<file path="src/rtl/serial_pkg.sv">
// Shared types and default sizing for the serial word controller.
package serial_pkg;

   typedef enum logic [1:0] {
      ST_IDLE   = 2'd0,
      ST_LOADED = 2'd1,
      ST_SHIFT  = 2'd2,
      ST_DONE   = 2'd3
   } state_t;

   localparam int DEF_WIDTH     = 16;
   localparam int DEF_BIT_TICKS = 10;

endpackage

</file>
<file path="src/rtl/btn_edge.sv">
// Raw button conditioning: two-flop synchronizer followed by a rising-edge
// detector. A held button yields a single one-cycle pulse.
module btn_edge (
   input  logic clk,
   input  logic nRST,
   input  logic btn,
   output logic pulse
);

   logic sync0;
   logic sync1;
   logic prev;

   // synchronize the raw level, then keep one delayed copy for edge detection
   always_ff @(posedge clk) begin
      if (nRST) begin
         sync0 <= 1'b0;
         sync1 <= 1'b0;
         prev  <= 1'b0;
      end else begin
         sync0 <= btn;
         sync1 <= sync0;
         prev  <= sync1;
      end
   end

   assign pulse = sync1 & ~prev;

endmodule

</file>
<file path="src/rtl/serial_ctrl.sv">
// Button-driven serial word transfer: load a parallel word, then shift it out
// MSB first while assembling a receive word from serial_in.
//
//   state     | meaning
//   ----------+----------------------------------------------------------
//   ST_IDLE   | nothing loaded; only a load press is honoured
//   ST_LOADED | tx word captured; load recaptures, start begins transfer
//   ST_SHIFT  | transfer running, one bit per BIT_TICKS clocks
//   ST_DONE   | transfer complete, rx_word valid; load moves to LOADED
module serial_ctrl
   import serial_pkg::*;
#(
   parameter int WIDTH     = DEF_WIDTH,
   parameter int BIT_TICKS = DEF_BIT_TICKS
) (
   input  logic                     clk,
   input  logic                     nRST,
   input  logic                     load_btn,
   input  logic                     start_btn,
   input  logic [WIDTH-1:0]         pb_in,
   input  logic                     serial_in,
   output logic                     serial_out,
   output logic                     busy,
   output logic                     done,
   output logic [$clog2(WIDTH):0]   bit_cnt,
   output logic [WIDTH-1:0]         tx_word,
   output logic [WIDTH-1:0]         rx_word
);

   localparam int CW = $clog2(WIDTH) + 1;

   state_t            state;
   state_t            state_nxt;
   logic              load_pulse;
   logic              start_pulse;
   logic [7:0]        tick_cnt;
   logic [WIDTH-1:0]  tx_sr;
   // The newest received bit goes straight into rx_word on the final edge,
   // so only WIDTH-1 earlier bits need to be held here.
   logic [WIDTH-2:0]  rx_sr;
   logic              tick_end;
   logic              last_bit;
   logic              ld_word;
   logic              clr_xfer;
   logic              bit_end;

   btn_edge u_load_edge (
      .clk   (clk),
      .nRST  (nRST),
      .btn   (load_btn),
      .pulse (load_pulse)
   );

   btn_edge u_start_edge (
      .clk   (clk),
      .nRST  (nRST),
      .btn   (start_btn),
      .pulse (start_pulse)
   );

   assign tick_end = (tick_cnt == 8'(BIT_TICKS - 1));
   assign last_bit = (bit_cnt == CW'(WIDTH - 1));

   // state register
   always_ff @(posedge clk) begin
      if (nRST) begin
         state <= ST_IDLE;
      end else begin
         state <= state_nxt;
      end
   end

   // next-state and datapath strobes; load has priority over start in LOADED
   always_comb begin
      state_nxt = state;
      ld_word   = 1'b0;
      clr_xfer  = 1'b0;
      bit_end   = 1'b0;
      case (state)
         ST_IDLE: begin
            if (load_pulse) begin
               ld_word   = 1'b1;
               state_nxt = ST_LOADED;
            end
         end
         ST_LOADED: begin
            if (load_pulse) begin
               ld_word = 1'b1;
            end else if (start_pulse) begin
               clr_xfer  = 1'b1;
               state_nxt = ST_SHIFT;
            end
         end
         ST_SHIFT: begin
            if (tick_end) begin
               bit_end = 1'b1;
               if (last_bit) begin
                  state_nxt = ST_DONE;
               end
            end
         end
         ST_DONE: begin
            if (load_pulse) begin
               ld_word   = 1'b1;
               state_nxt = ST_LOADED;
            end
         end
         default: begin
            state_nxt = ST_IDLE;
         end
      endcase
   end

   // word capture, bit timing and shift registers
   always_ff @(posedge clk) begin
      if (nRST) begin
         tx_word  <= '0;
         tx_sr    <= '0;
         rx_sr    <= '0;
         rx_word  <= '0;
         bit_cnt  <= '0;
         tick_cnt <= '0;
      end else begin
         if (ld_word) begin
            tx_word <= pb_in;
            tx_sr   <= pb_in;
         end
         if (clr_xfer) begin
            bit_cnt  <= '0;
            tick_cnt <= '0;
            rx_sr    <= '0;
         end else if (state == ST_SHIFT) begin
            if (bit_end) begin
               rx_sr    <= {rx_sr[WIDTH-3:0], serial_in};
               tx_sr    <= {tx_sr[WIDTH-2:0], 1'b0};
               bit_cnt  <= bit_cnt + CW'(1);
               tick_cnt <= '0;
            end else begin
               tick_cnt <= tick_cnt + 8'd1;
            end
         end
         if (bit_end && last_bit) begin
            rx_word <= {rx_sr, serial_in};
         end
      end
   end

   assign serial_out = (state == ST_SHIFT) ? tx_sr[WIDTH-1] : 1'b1;
   assign busy       = (state == ST_SHIFT);
   assign done       = (state == ST_DONE);

endmodule
</file>
<file path="config.mk">
export PLATFORM = sky130hd
export DESIGN_NAME = serial_ctrl
export DESIGN_NICKNAME = d
export VERILOG_FILES = /design/src/rtl/serial_pkg.sv /design/src/rtl/btn_edge.sv /design/src/rtl/serial_ctrl.sv
export SDC_FILE = /design/constraint.sdc
export NUM_CORES = 1
export LEC_CHECK = 0
export BUFFER_PORTS_ARGS = -buffer_cell sky130_fd_sc_hd__buf_2
export CAP_MARGIN = 10
export CORE_ASPECT_RATIO = 1.75
export CORE_MARGIN = 8
export CORE_UTILIZATION = 30
export DETAILED_ROUTE_END_ITERATION = 10
export PLACE_DENSITY = 0.51
export SETUP_SLACK_MARGIN = 0.1
export SLEW_MARGIN = 20
export SYNTH_ARGS = -nofsm -noshare
export SYNTH_HDL_FRONTEND = slang
export SYNTH_SLANG_ARGS = --single-unit
</file>
<file path="constraint.sdc">
create_clock -name clk -period 1.9 [get_ports clk]
set_input_delay 0.095 -clock clk [delete_from_list [all_inputs] [get_ports clk]]
set_output_delay 0.095 -clock clk [all_outputs]
set_load 0.05 [all_outputs]
</file>
# Yosys cells after proc, flatten, opt, wreduce, memory -nomap -nowiden
# Cells that the tools add are included.
[op_classes]
addsub = 2
mul = 0
div_mod_pow = 0
magnitude_cmp = 0
eq_ne = 10
n_shift = 0
mux = 19
bitwise_logic = 4
n_reduce_logical = 7
[ops]
columns = ["operator", "n"]
rows = [
  ["$mux W16", 4],
  ["$mux W2", 5],
  ["$add A8 B1 Y8 const B", 1],
  ["$eq A8 B4 Y1 const B", 1],
  ["$mux W1", 8],
  ["$mux W8", 1],
  ["$ne A2 B1 Y1 const B", 3],
  ["$pmux W2 S3", 1],
  ["$add A5 B1 Y5 const B", 1],
  ["$eq A5 B4 Y1 const B", 1],
  ["$reduce_and A5 Y1", 1],
  ["$eq A2 B2 Y1 const B", 2],
  ["$ne A2 B2 Y1 const B", 2],
  ["$reduce_or A2 Y1", 2],
  ["$reduce_or A3 Y1", 1],
  ["$and A1 B1 Y1", 2],
  ["$eq A2 B1 Y1 const B", 1],
  ["$logic_not A2 Y1", 1],
  ["$not A1 Y1", 2],
  ["$reduce_and A2 Y1", 1],
  ["$logic_and A1 B1 Y1", 1],
]
[totals]
register_bits = 84
latchBits = 0
ram_bits = 0
rom_bits = 0
in_bits = 21
output_inout_bits = 40
mem_count = 0

# Logic depth before layout (Yosys ltp)
[logic_depth]
word_depth = 8
ltp_mapped = 8

# Hierarchy
# From an unflattened synthesis, not the netlist that was laid out.
[hier_totals]
hier_cells = 362
area_unflattened_um2 = 3276.9
[by_module_without_submodules]
columns = ["mod", "n_inst", "cells_per_inst", "area_per_inst_um2", "seq_area_each_um2"]
rows = [
  ["serial_ctrl", 1, 348, 3101.7, 1561.5],
  ["btn_edge", 2, 7, 87.6, 60.1],
]

# Least setup slack after synthesis
# Ideal clock, no wire load.
[synth_timing]
path_kind = "reg-to-reg"
startpoint = "register state[0]"
endpoint = "register tx_sr[10]"
setup_ps = 137
t_arrival_ps = 1959
slack_ps = -197
stages_incl_launch_ff = 9
path_buffers = 2
period_less_slack_ps = 2097
cell_sequence = "dfxtp_1 inv_1 ha_1 buf_2 inv_1 nand2_1 buf_1 mux2i_1 a211oi_1"
[synth_between]
word_cells_on_any_way = 12
cone_classes = "eq/ne: 3; mux: 7; reduce/logical: 2"
[synth_lines]
columns = ["item", "line_no", "text"]
rows = [
  ["start: declaration", "serial_ctrl.sv:32", "state_t state;"],
  ["start signal: assignment", "serial_ctrl.sv:69", "state <= state_nxt;"],
  ["$eq A2 B2 Y1 *", "-", ""],
  ["named net busy", "serial_ctrl.sv:23", "output logic busy,"],
  ["$mux W1", "serial_ctrl.sv:79", "case (state)"],
  ["$mux W16", "serial_ctrl.sv:133", "if (bit_end) begin"],
  ["$mux W16 *", "serial_ctrl.sv:132", "end else if (state == ST_SHIFT) begin"],
  ["$mux W16 *", "serial_ctrl.sv:128", "if (clr_xfer) begin"],
  ["end signal: assignment", "serial_ctrl.sv:126", "tx_sr <= pb_in;"],
  ["end signal: assignment", "serial_ctrl.sv:135", "tx_sr <= {tx_sr[WIDTH-2:0], 1'b0};"],
  ["end: declaration", "serial_ctrl.sv:37", "logic [WIDTH-1:0] tx_sr;"],
]
# The timed path passes the listed nets; every way through them passes the cells marked *.
# A chain may end at the register's enable or synchronous reset.

# Final worst setup path
[layout_timing]
startpoint = "register bit_cnt[0]"
endpoint = "register state[0]"
[layout_between]
elab_chain_len = 3
[layout_rtl]
columns = ["item", "line_no", "text"]
rows = [
  ["start: declaration", "serial_ctrl.sv:25", "output logic [$clog2(WIDTH):0] bit_cnt,"],
  ["start signal: assignment", "serial_ctrl.sv:136", "bit_cnt <= bit_cnt + CW'(1);"],
  ["$eq A5 B4 Y1", "serial_ctrl.sv:62", "assign last_bit = (bit_cnt == CW'(WIDTH - 1));"],
  ["$ne A2 B1 Y1 (no line)", "-", ""],
  ["$reduce_and A5 Y1 (no line)", "-", ""],
]
# No other way between the ends.

==> impl_metrics.env <==
export IMPL_multi_input_area_sq_mm=0.00155
export IMPL_synth_edf_count=0
export IMPL_rsz0062_at_grt="no"
export IMPL_cts_root_buf="clkbuf_16"
export IMPL_crit_type="reg2reg"
export IMPL_num_vias=2796
export IMPL_cts_sinks=84
export IMPL_cts_tree="done"
export IMPL_slew_violations=0
export IMPL_clock_skew_ns=0.00958
export IMPL_max_freq_mhz=569
export IMPL_status="completed"
export IMPL_htreeDepth=3
export IMPL_num_io_pins=61
export IMPL_syn_nets=415
export IMPL_route_detailed_drc=0
export IMPL_max_slew_margin_pct=59.2
export IMPL_grt_max_degree=57
export IMPL_finalCritPeriodShare_pct=92.5
export IMPL_gp_congestion=0.759
export IMPL_clk_pin_slew_worst_paths_ns=0.07
export IMPL_start_util_pct=30.7
export IMPL_tightest_slew_ns=0.612
export IMPL_cp_end_kind="register"
export IMPL_die_y_um=154
export IMPL_ant_nets=0
export IMPL_async_reset_ff_share_pct=0
export IMPL_p_leak_nw=1.78
export IMPL_synth_largest_area_cell="dfxtp_1"
export IMPL_fin_area_sq_mm=0.00430
export IMPL_hpwl_mm=5.62
export IMPL_final_hold_viol_count=0
export IMPL_cp_start_kind="register"
export IMPL_synth_common_cells="102 x nand2_1, 84 x dfxtp_1, 53 x a21oi_1"
export IMPL_setup_violations_final=0
export IMPL_yosys_warnings=0
export IMPL_critPathMaxFanout=4
export IMPL_critPathArrivalTime_ns=2.02
export IMPL_fp_row_count=50
export IMPL_portBuffers=60
export IMPL_ys_ff_latch=84
export IMPL_core_sq_mm=0.0107
export IMPL_first_iter_violations=59
export IMPL_dr_pass1_iters=4
export IMPL_dpl_cell_area_sq_mm=0.00382
export IMPL_power_mw=4.30
export IMPL_grt_use_total_pct=11.3
export IMPL_cap_viol_max_count=0
export IMPL_netlist_instances=386
export IMPL_grt_pass1_wl_mm=13.1
export IMPL_synth_avg_cell_area_sq_um=8.50
export IMPL_diodes=0
export IMPL_die_area_sq_mm=0.0147
export IMPL_register_area_sq_mm=0.00169
export IMPL_grt_overflow_total=0
export IMPL_vias_per_cell=4.72
export IMPL_peakVddDrop_mv=0.520
export IMPL_antenna_found_initial=0
export IMPL_seq_area_frac_synth_pct=51.3
export IMPL_pwr_density_cell_mw_per_mm2=1000
export IMPL_synth_ff_type="dfxtp_1"
export IMPL_drive_gt1_share_pct=22.5
export IMPL_cts_buffers=9
export IMPL_yosysMostFrequentCell="nand2_1"
export IMPL_fin_crit_ns=1.76
export IMPL_die_x_um=95.1
export IMPL_reg2reg_from="bit_cnt[0]$_SDFFE_PP0P_"
export IMPL_finalSetupTns_ns=0
export IMPL_nets=487
export IMPL_wl_mm=7.99
export IMPL_clk_insertion_delay_late_ns=0.34
export IMPL_min_path_type="in2reg"
export IMPL_layout_setup_ws_ns=0.142
export IMPL_syn_area_sq_mm=0.00328
export IMPL_worstSetupStartpoint="bit_cnt[0]$_SDFFE_PP0P_"
export IMPL_syn_to_final_growth_pct=31.1
export IMPL_n_fill_cell=1107
export IMPL_ys_top_cells_by_area="dfxtp_1 51%, nand2_1 12%, a21oi_1 8.1%, mux2i_1 4.6%, a211oi_1 3.9%"
export IMPL_wire_per_inst_um=13.5
export IMPL_grt_pass1_vias=2802
export IMPL_timing_hold_ws_ns=0.0159
export IMPL_place_ws_ns=0.0944
export IMPL_critPathRequiredTime_ns=2.16
export IMPL_clockBufferDepth=2
export IMPL_worstHoldStart="pb_in[8]"
export IMPL_synth_top_area_share_pct=51.3
export IMPL_ys_types=31
[final cells by class]
class	instances	share of cell area (%)
multi-input combinational	271	36.1
inverter	7	0.611
sequential	84	39.3
tap	130	3.78
clock buffer	10	5.56
timing repair buffer	85	13.5
clock inverter	6	1.08
[state kept, by name, indices dropped and copies added, names as in the netlist]
signal	count
bit_cnt	5
rx_sr	15
rx_word	16
state	2
tick_cnt	8
tx_sr	16
tx_word	16
u_load_edge.prev	1
u_load_edge.sync0	1
u_load_edge.sync1	1
u_start_edge.prev	1
u_start_edge.sync0	1
u_start_edge.sync1	1
[path summary, 6_finish.rpt]
path                                        end  depth (start not counted)  slack, ns
setup / recovery          state[0]$_SDFFE_PP0P_                          6       0.14
hold reg to reg   u_start_edge.sync1$_SDFF_PP0_                          1       0.44
hold / removal          tx_word[8]$_SDFFE_PP0N_                          3       0.02
setup reg to reg          state[0]$_SDFFE_PP0P_                          6       0.14
[cells by family (layout without fill, tap and decap cells)]
group                      Yosys count  in the layout  share of synthesized area (%)
muxes                               15             15                           4.58
adders and majority gates            8              8                           3.05
xor gates and xnor gates             8              8                           2.14
AOI/OAI and AO/OA                   78             78                           13.8
and+or+nand+nor                    162            162                           21.5
buffers and inverters               31            108                           3.70
DFF                                 84             84                           51.3
[cell usage in the layout (no fill, tap or decap), types with 4 or more instances in the layout]
cell type | netlist | routed
nand2_1 | 102 | 102
dfxtp_1 | 84 | 80
buf_2 | 4 | 60
a21oi_1 | 53 | 53
nor2_1 | 28 | 28
a211oi_1 | 17 | 17
mux2i_1 | 15 | 15
clkbuf_16 | 0 | 10
dlygate4sd3_1 | 0 | 10
buf_4 | 0 | 10
nor2b_1 | 9 | 8
inv_1 | 7 | 7
ha_1 | 8 | 6
xnor2_1 | 5 | 5
buf_12 | 0 | 4
[where the power goes]
part | leakage (nW) | internal, mW | switching, mW
Combinational | 0.961 | 0.290 | 0.461
Sequential | 0.683 | 1.83 | 0.0622
Clock | 0.135 | 0.930 | 0.722
[metrics by stage]
stage / utilization [%] / std cells
final: 40.2 / 593
after global routing: 40.2 / 593
after CTS: 39.4 / 589
after detailed placement: 35.7 / 563
after global placement: 35.7 / 563
after floorplan: - / 386
[critical path, cell delays in order, from the launching register on]
cell and delay (ns):
dfxtp_4 0.36, ha_1 0.16, and3_1 0.22, ha_4 0.17
a41oi_4 0.12, or4_1 0.52, a21oi_1 0.13
[routing by layer]
metal  vias up  share of wire, %  GRT usage [%]
met3         9               4.3           3.20
met5         -                 0              0
met2        50                54           20.9
li1       1432                 -              -
met1      1305                40           11.0
met4         0               1.7           5.39
[what timing repair did]
action,4_1_cts,5_1_grt
endpoints found under the hold margin,10,0
setup buffers,0,3
gates cloned,0,1
setup endpoints to repair,2,38
pin swaps,0,2
resized for setup,1,7
hold buffers,10,0
No activity file was read; power rests on OpenSTA's default activity.
